$ cat config.mk
export PLATFORM = sky130hd
export DESIGN_NAME = router13_grant_scheduler
export DESIGN_NICKNAME = d
export VERILOG_FILES = /design/src/rtl/router13_grant_scheduler.sv
export SDC_FILE = /design/constraint.sdc
export NUM_CORES = 1
export LEC_CHECK = 0
export BUFFER_PORTS_ARGS = -buffer_cell sky130_fd_sc_hd__buf_4
export CAP_MARGIN = 20
export CORE_MARGIN = 4
export CORE_UTILIZATION = 40
export CTS_CLUSTER_DIAMETER = 200
export DETAILED_ROUTE_END_ITERATION = 10
export MAX_ROUTING_LAYER = met4
export PLACE_DENSITY = 0.62
export SYNTH_ARGS = -nofsm -noshare
export SYNTH_HDL_FRONTEND = slang
export SYNTH_SLANG_ARGS = --single-unit
$ cat constraint.sdc
create_clock -name CLK -period 2.1 [get_ports CLK]
set_clock_uncertainty 0.05 [all_clocks]
set_input_delay 0.315 -clock CLK [delete_from_list [all_inputs] [get_ports CLK]]
set_output_delay 0.315 -clock CLK [all_outputs]
set_load 0.1 [all_outputs]
$ cat src/rtl/router13_grant_scheduler.sv
// Grant scheduler for the three 2-way output merges of a 3-port tree router.
// Each output runs an independent round-robin IDLE/HOLD/GAP channel with registered outputs.

module router13_grant_channel #(
    parameter int MAX_HOLD   = 64,
    parameter int GAP_CYCLES = 1,
    parameter int HW         = $clog2(MAX_HOLD + 1)
) (
    input  logic       clk,
    input  logic       rst_n,
    input  logic       en,
    input  logic [1:0] req,
    input  logic       done,
    input  logic       clr_timeout,
    output logic [1:0] gnt,
    output logic       busy,
    output logic       timeout
);

    localparam int CW = (HW > 0) ? HW : 1;
    localparam int GW = (GAP_CYCLES > 1) ? $clog2(GAP_CYCLES) : 1;
    localparam logic [CW-1:0] HOLD_LAST = CW'((MAX_HOLD > 0) ? (MAX_HOLD - 1) : 0);
    localparam logic [GW-1:0] GAP_LAST  = GW'((GAP_CYCLES > 0) ? (GAP_CYCLES - 1) : 0);

    typedef enum logic [1:0] {
        ST_IDLE = 2'd0,
        ST_HOLD = 2'd1,
        ST_GAP  = 2'd2
    } state_t;

    state_t        state_r, state_s;
    logic [CW-1:0] hold_cnt_r, hold_cnt_s;
    logic [GW-1:0] gap_cnt_r, gap_cnt_s;
    logic          last_r, last_s;
    logic [1:0]    gnt_r, gnt_s;
    logic          busy_r, busy_s;
    logic          timeout_r, timeout_s;
    logic          win_s;
    logic          expired_s;

    // Next-state and next-output decode for one merge channel.
    always_comb begin
        state_s    = state_r;
        hold_cnt_s = hold_cnt_r;
        gap_cnt_s  = gap_cnt_r;
        last_s     = last_r;
        gnt_s      = gnt_r;
        timeout_s  = timeout_r & ~clr_timeout;
        // On a tie the input that was not served last wins.
        win_s      = (req == 2'b11) ? ~last_r : req[1];
        expired_s  = (MAX_HOLD > 0) && (hold_cnt_r == HOLD_LAST);

        case (state_r)
            ST_IDLE: begin
                gnt_s = 2'b00;
                if (en && (req != 2'b00)) begin
                    state_s    = ST_HOLD;
                    gnt_s      = win_s ? 2'b10 : 2'b01;
                    hold_cnt_s = {CW{1'b0}};
                end else begin
                    state_s = ST_IDLE;
                end
            end
            ST_HOLD: begin
                if (done || expired_s) begin
                    // done has priority, so a same-cycle expiry never flags.
                    if (!done) begin
                        timeout_s = 1'b1;
                    end else begin
                        timeout_s = timeout_r & ~clr_timeout;
                    end
                    last_s     = gnt_r[1];
                    gnt_s      = 2'b00;
                    hold_cnt_s = {CW{1'b0}};
                    gap_cnt_s  = {GW{1'b0}};
                    state_s    = (GAP_CYCLES > 0) ? ST_GAP : ST_IDLE;
                end else begin
                    hold_cnt_s = hold_cnt_r + {{(CW-1){1'b0}}, 1'b1};
                end
            end
            ST_GAP: begin
                gnt_s = 2'b00;
                if (gap_cnt_r == GAP_LAST) begin
                    gap_cnt_s = {GW{1'b0}};
                    state_s   = ST_IDLE;
                end else begin
                    gap_cnt_s = gap_cnt_r + {{(GW-1){1'b0}}, 1'b1};
                end
            end
            default: begin
                state_s = ST_IDLE;
                gnt_s   = 2'b00;
            end
        endcase

        busy_s = (state_s == ST_HOLD);
    end

    // Channel state and registered outputs.
    always_ff @(posedge clk or negedge rst_n) begin
        if (!rst_n) begin
            state_r    <= ST_IDLE;
            hold_cnt_r <= {CW{1'b0}};
            gap_cnt_r  <= {GW{1'b0}};
            last_r     <= 1'b1;
            gnt_r      <= 2'b00;
            busy_r     <= 1'b0;
            timeout_r  <= 1'b0;
        end else begin
            state_r    <= state_s;
            hold_cnt_r <= hold_cnt_s;
            gap_cnt_r  <= gap_cnt_s;
            last_r     <= last_s;
            gnt_r      <= gnt_s;
            busy_r     <= busy_s;
            timeout_r  <= timeout_s;
        end
    end

    assign gnt     = gnt_r;
    assign busy    = busy_r;
    assign timeout = timeout_r;

endmodule

module router13_grant_scheduler #(
    parameter int MAX_HOLD   = 64,
    parameter int GAP_CYCLES = 1,
    parameter int HW         = $clog2(MAX_HOLD + 1)
) (
    input  logic       CLK,
    input  logic       _RESET,
    input  logic       en,
    input  logic [1:0] req_p,
    input  logic [1:0] req_c1,
    input  logic [1:0] req_c2,
    input  logic       done_p,
    input  logic       done_c1,
    input  logic       done_c2,
    input  logic       clr_timeout,
    output logic [1:0] gnt_p,
    output logic [1:0] gnt_c1,
    output logic [1:0] gnt_c2,
    output logic [2:0] busy,
    output logic [2:0] timeout
);

    router13_grant_channel #(.MAX_HOLD(MAX_HOLD), .GAP_CYCLES(GAP_CYCLES), .HW(HW)) u_ch_p (
        .clk(CLK), .rst_n(_RESET), .en(en), .req(req_p), .done(done_p),
        .clr_timeout(clr_timeout), .gnt(gnt_p), .busy(busy[0]), .timeout(timeout[0])
    );

    router13_grant_channel #(.MAX_HOLD(MAX_HOLD), .GAP_CYCLES(GAP_CYCLES), .HW(HW)) u_ch_c1 (
        .clk(CLK), .rst_n(_RESET), .en(en), .req(req_c1), .done(done_c1),
        .clr_timeout(clr_timeout), .gnt(gnt_c1), .busy(busy[1]), .timeout(timeout[1])
    );

    router13_grant_channel #(.MAX_HOLD(MAX_HOLD), .GAP_CYCLES(GAP_CYCLES), .HW(HW)) u_ch_c2 (
        .clk(CLK), .rst_n(_RESET), .en(en), .req(req_c2), .done(done_c2),
        .clr_timeout(clr_timeout), .gnt(gnt_c2), .busy(busy[2]), .timeout(timeout[2])
    );

endmodule

==> flow_metrics.env <==
export IMPL_status="finished, final reports clean"
export IMPL_switching_share_pct=33.99
export IMPL_row_count=25
export IMPL_drc_errors=0
export IMPL_via_count=1443
export IMPL_clkTransAtPathRegs_ps=80
export IMPL_setup_viol=0
export IMPL_met3WireLength_um=172
export IMPL_grt_first_pass_wirelength_mm=6.630
export IMPL_p_seq_share_pct=46.1
export IMPL_rsz0062_at_grt="no"
export IMPL_drt_first_pass_iters=4
export IMPL_cts_root_buf="clkbuf_8"
export IMPL_synthAdderAreaFrac_pct=1.880
export IMPL_peakVddDrop_uv=675.0
export IMPL_ys_types=37
export IMPL_grt_overflow=0
export IMPL_yosysMostFrequentCell="dfrtp_1"
export IMPL_synthTopCellsByArea="dfrtp_1 49%, o21ai_0 4.0%, dfstp_2 3.9%"
export IMPL_initial_core_util_pct=41.73
export IMPL_cts_setup_buffers=0
export IMPL_power_switching_uw=764.2
export IMPL_clkLatencyLatePin_ps=290
export IMPL_drt_wl_total_mm=3.748
export IMPL_wl_per_cell_um=13.43
export IMPL_grt_usage_pct=14.10
export IMPL_htreeDepth=2
export IMPL_hold_viol=0
export IMPL_antenna_cells=0
export IMPL_ys_ff_latch=42
export IMPL_syn_inst=189
export IMPL_drive_above_1_share_pct=23.58
export IMPL_ys_seq_area_share_pct=52.82
export IMPL_combinationalPowerShare_pct=26.2
export IMPL_critPathKind="flip-flop to flip-flop"
export IMPL_die_y_um=78.66
export IMPL_place_ws_ps=249.6
export IMPL_dr_wl_met2_mm=1.641
export IMPL_fin_hold_ws_ps=189.2
export IMPL_io_pins=25
export IMPL_synth_area_um2=1997
export IMPL_place_congestion=0.7779
export IMPL_path_max_fanout=5
export IMPL_async_flop_share_pct=100.0
export IMPL_cp_start_kind="flip-flop"
export IMPL_yosys_area_share_simple_pct=16.17
export IMPL_clockBufferDepth=2
export IMPL_cts_buffers=5
export IMPL_finalSetupTns_ps=0
export IMPL_hp_class="input port to flip-flop"
export IMPL_yosys_warnings=0
export IMPL_drtIter0Drc=63
export IMPL_cp_arrival_ps=2020
export IMPL_synth_top_area_share_pct=48.87
export IMPL_ant_nets=0
export IMPL_max_freq_ghz=0.5428
export IMPL_antenna_found_initial=0
export IMPL_worstPathRequired_ps=2280
export IMPL_cts_num_sinks=42
export IMPL_synth_nets=205
export IMPL_finalCritPeriodShare_pct=87.74
export IMPL_area_growth_pct=16.17
export IMPL_grt_pass1_vias=1444
export IMPL_synth_compound_area_share_pct=21.37
export IMPL_synth_top_family_by_area="compound AO/OA/AOI/OAI gates"
export IMPL_synth_xor_area_share_pct=0.4386
export IMPL_power_density_nw_per_um2=969.1
export IMPL_highest_layer="met4"
export IMPL_p_leak_uw=0.001046
export IMPL_power_uw=2248
export IMPL_ys_flop_type="dfrtp_1"
export IMPL_report_final_slew_viol_count=0
export IMPL_avgSynthCellArea_um2=10.57
export IMPL_min_period_ps=1842
export IMPL_routed_via_density=5.172
export IMPL_die_w_um=78.66
export IMPL_final_nets=227
export IMPL_grt_max_degree=43
export IMPL_core_um2=4786
export IMPL_synth_edff_count=0
export IMPL_tritoncts="built"
export IMPL_m1WireLength_mm=1.868
export IMPL_worst_slack_ps=257.6
export IMPL_dieArea_um2=6187
export IMPL_intPower_uw=1484
export IMPL_slew_limit_headroom_pct=65.43
export IMPL_pwr_share_clk_pct=27.7
export IMPL_io_buffers=24
export IMPL_tightest_slew_ps=518.6
export IMPL_dp_hpwl_mm=2.718
export IMPL_cp_end_kind="flip-flop"
export IMPL_synth_area_leader_cell="dfrtp_1"
export IMPL_synth_commonest_cells="39 x dfrtp_1, 19 x nor2_1, 16 x o21ai_0"
export IMPL_synthMuxAreaShare_pct=2.632
export IMPL_cap_violations=0
[per-layer routing]
metal	up-vias	track usage (%)
li1	730	-
met1	678	18.31
met2	29	20.97
met3	6	3.670
met4	0	5.769
met5	-	-
[final cells by class]
type	instances	area, um2
sequential	42	1055
multi-input combinational	128	848.3
clock buffer	5	68.82
timing repair buffer	25	190.2
clock inverter	3	40.04
tap	67	83.83
inverter	9	33.78
fill	466	2466
[sequential cells by signal, indices dropped and copies added, names as in the netlist, 2 cells and up]
signal	cells
u_ch_c1.hold_cnt_r	7
u_ch_c2.hold_cnt_r	7
u_ch_p.hold_cnt_r	7
u_ch_c1.gnt	2
u_ch_c1.state_r	2
u_ch_c2.gnt	2
u_ch_c2.state_r	2
u_ch_p.gnt	2
u_ch_p.state_r	2
[kinds of logic (layout without fill, tap and decap cells)]
| kind of cell | after synthesis | in the layout |
|---|---|---|
| buffers and inverters | 19 | 42 |
| xor gates and xnor gates | 1 | 1 |
| muxes | 4 | 4 |
| and+or+nand+nor | 60 | 60 |
| AOI/OAI and AO/OA | 60 | 60 |
| DFF | 42 | 42 |
| adders and majority gates | 3 | 3 |
[through the flow]
stage / util (%) / instance area, um2 / cells
final: 48.47 / 2320 / 279
after global placement: 45.99 / 2201 / 270
after detailed placement: 45.99 / 2201 / 270
after CTS: 48.47 / 2320 / 279
after global routing: 48.47 / 2320 / 279
after floorplan: - / 1997 / 189
[cell usage in the layout, fill, tap and decap left out, types with 4 or more instances in the layout]
cell type | synthesis | routed
nor2_1 | 19 | 19
buf_4 | 6 | 24
nor3b_1 | 5 | 5
a22o_1 | 4 | 4
dfrtp_1 | 39 | 39
a21oi_1 | 9 | 9
nand3_1 | 5 | 5
o21ai_0 | 16 | 16
a32o_1 | 6 | 6
nand2b_1 | 4 | 4
clkbuf_8 | 0 | 5
inv_1 | 9 | 9
a31oi_1 | 5 | 5
nand2_1 | 14 | 14
[worst paths after layout]
check,from,endpoint,slack [ps],cells past startpoint
setup / recovery,u_ch_c1.hold_cnt_r[0],u_ch_c1.last_r,260,5
hold / removal,clr_timeout,u_ch_c1.timeout,190,2
setup reg to reg,u_ch_c1.hold_cnt_r[0],u_ch_c1.last_r,260,5
hold reg to reg,u_ch_c2.hold_cnt_r[6],u_ch_c2.hold_cnt_r[6],440,1
max in group asynchronous,_RESET,u_ch_c2.last_r,1130,2
min in group asynchronous,_RESET,u_ch_c1.gnt[1],480,2
[worst max-delay path, cell delays in order (launching register included)]
cell	delay, ps
dfrtp_1	390
ha_1	220
nand3_2	130
or3_4	410
a211oi_4	270
mux2_4	320
[power by group through the flow]
stage	logic [uW]	clock network (uW)	registers, uW
2_1_floorplan	381	0	1120
3_3_place_gp	590	0	1050
3_5_place_dp	595	0	1050
4_1_cts	597	652	1040
5_1_grt	646	681	1050
6_report	589	624	1040
[repair_timing]
item,4_1_cts,5_1_grt
endpoints found under the setup margin,0,0
hold buffers,1,0
gates resized for setup,0,0
hold endpoints to repair,39,0
Note: power is estimated with default switching activity, not from simulation.
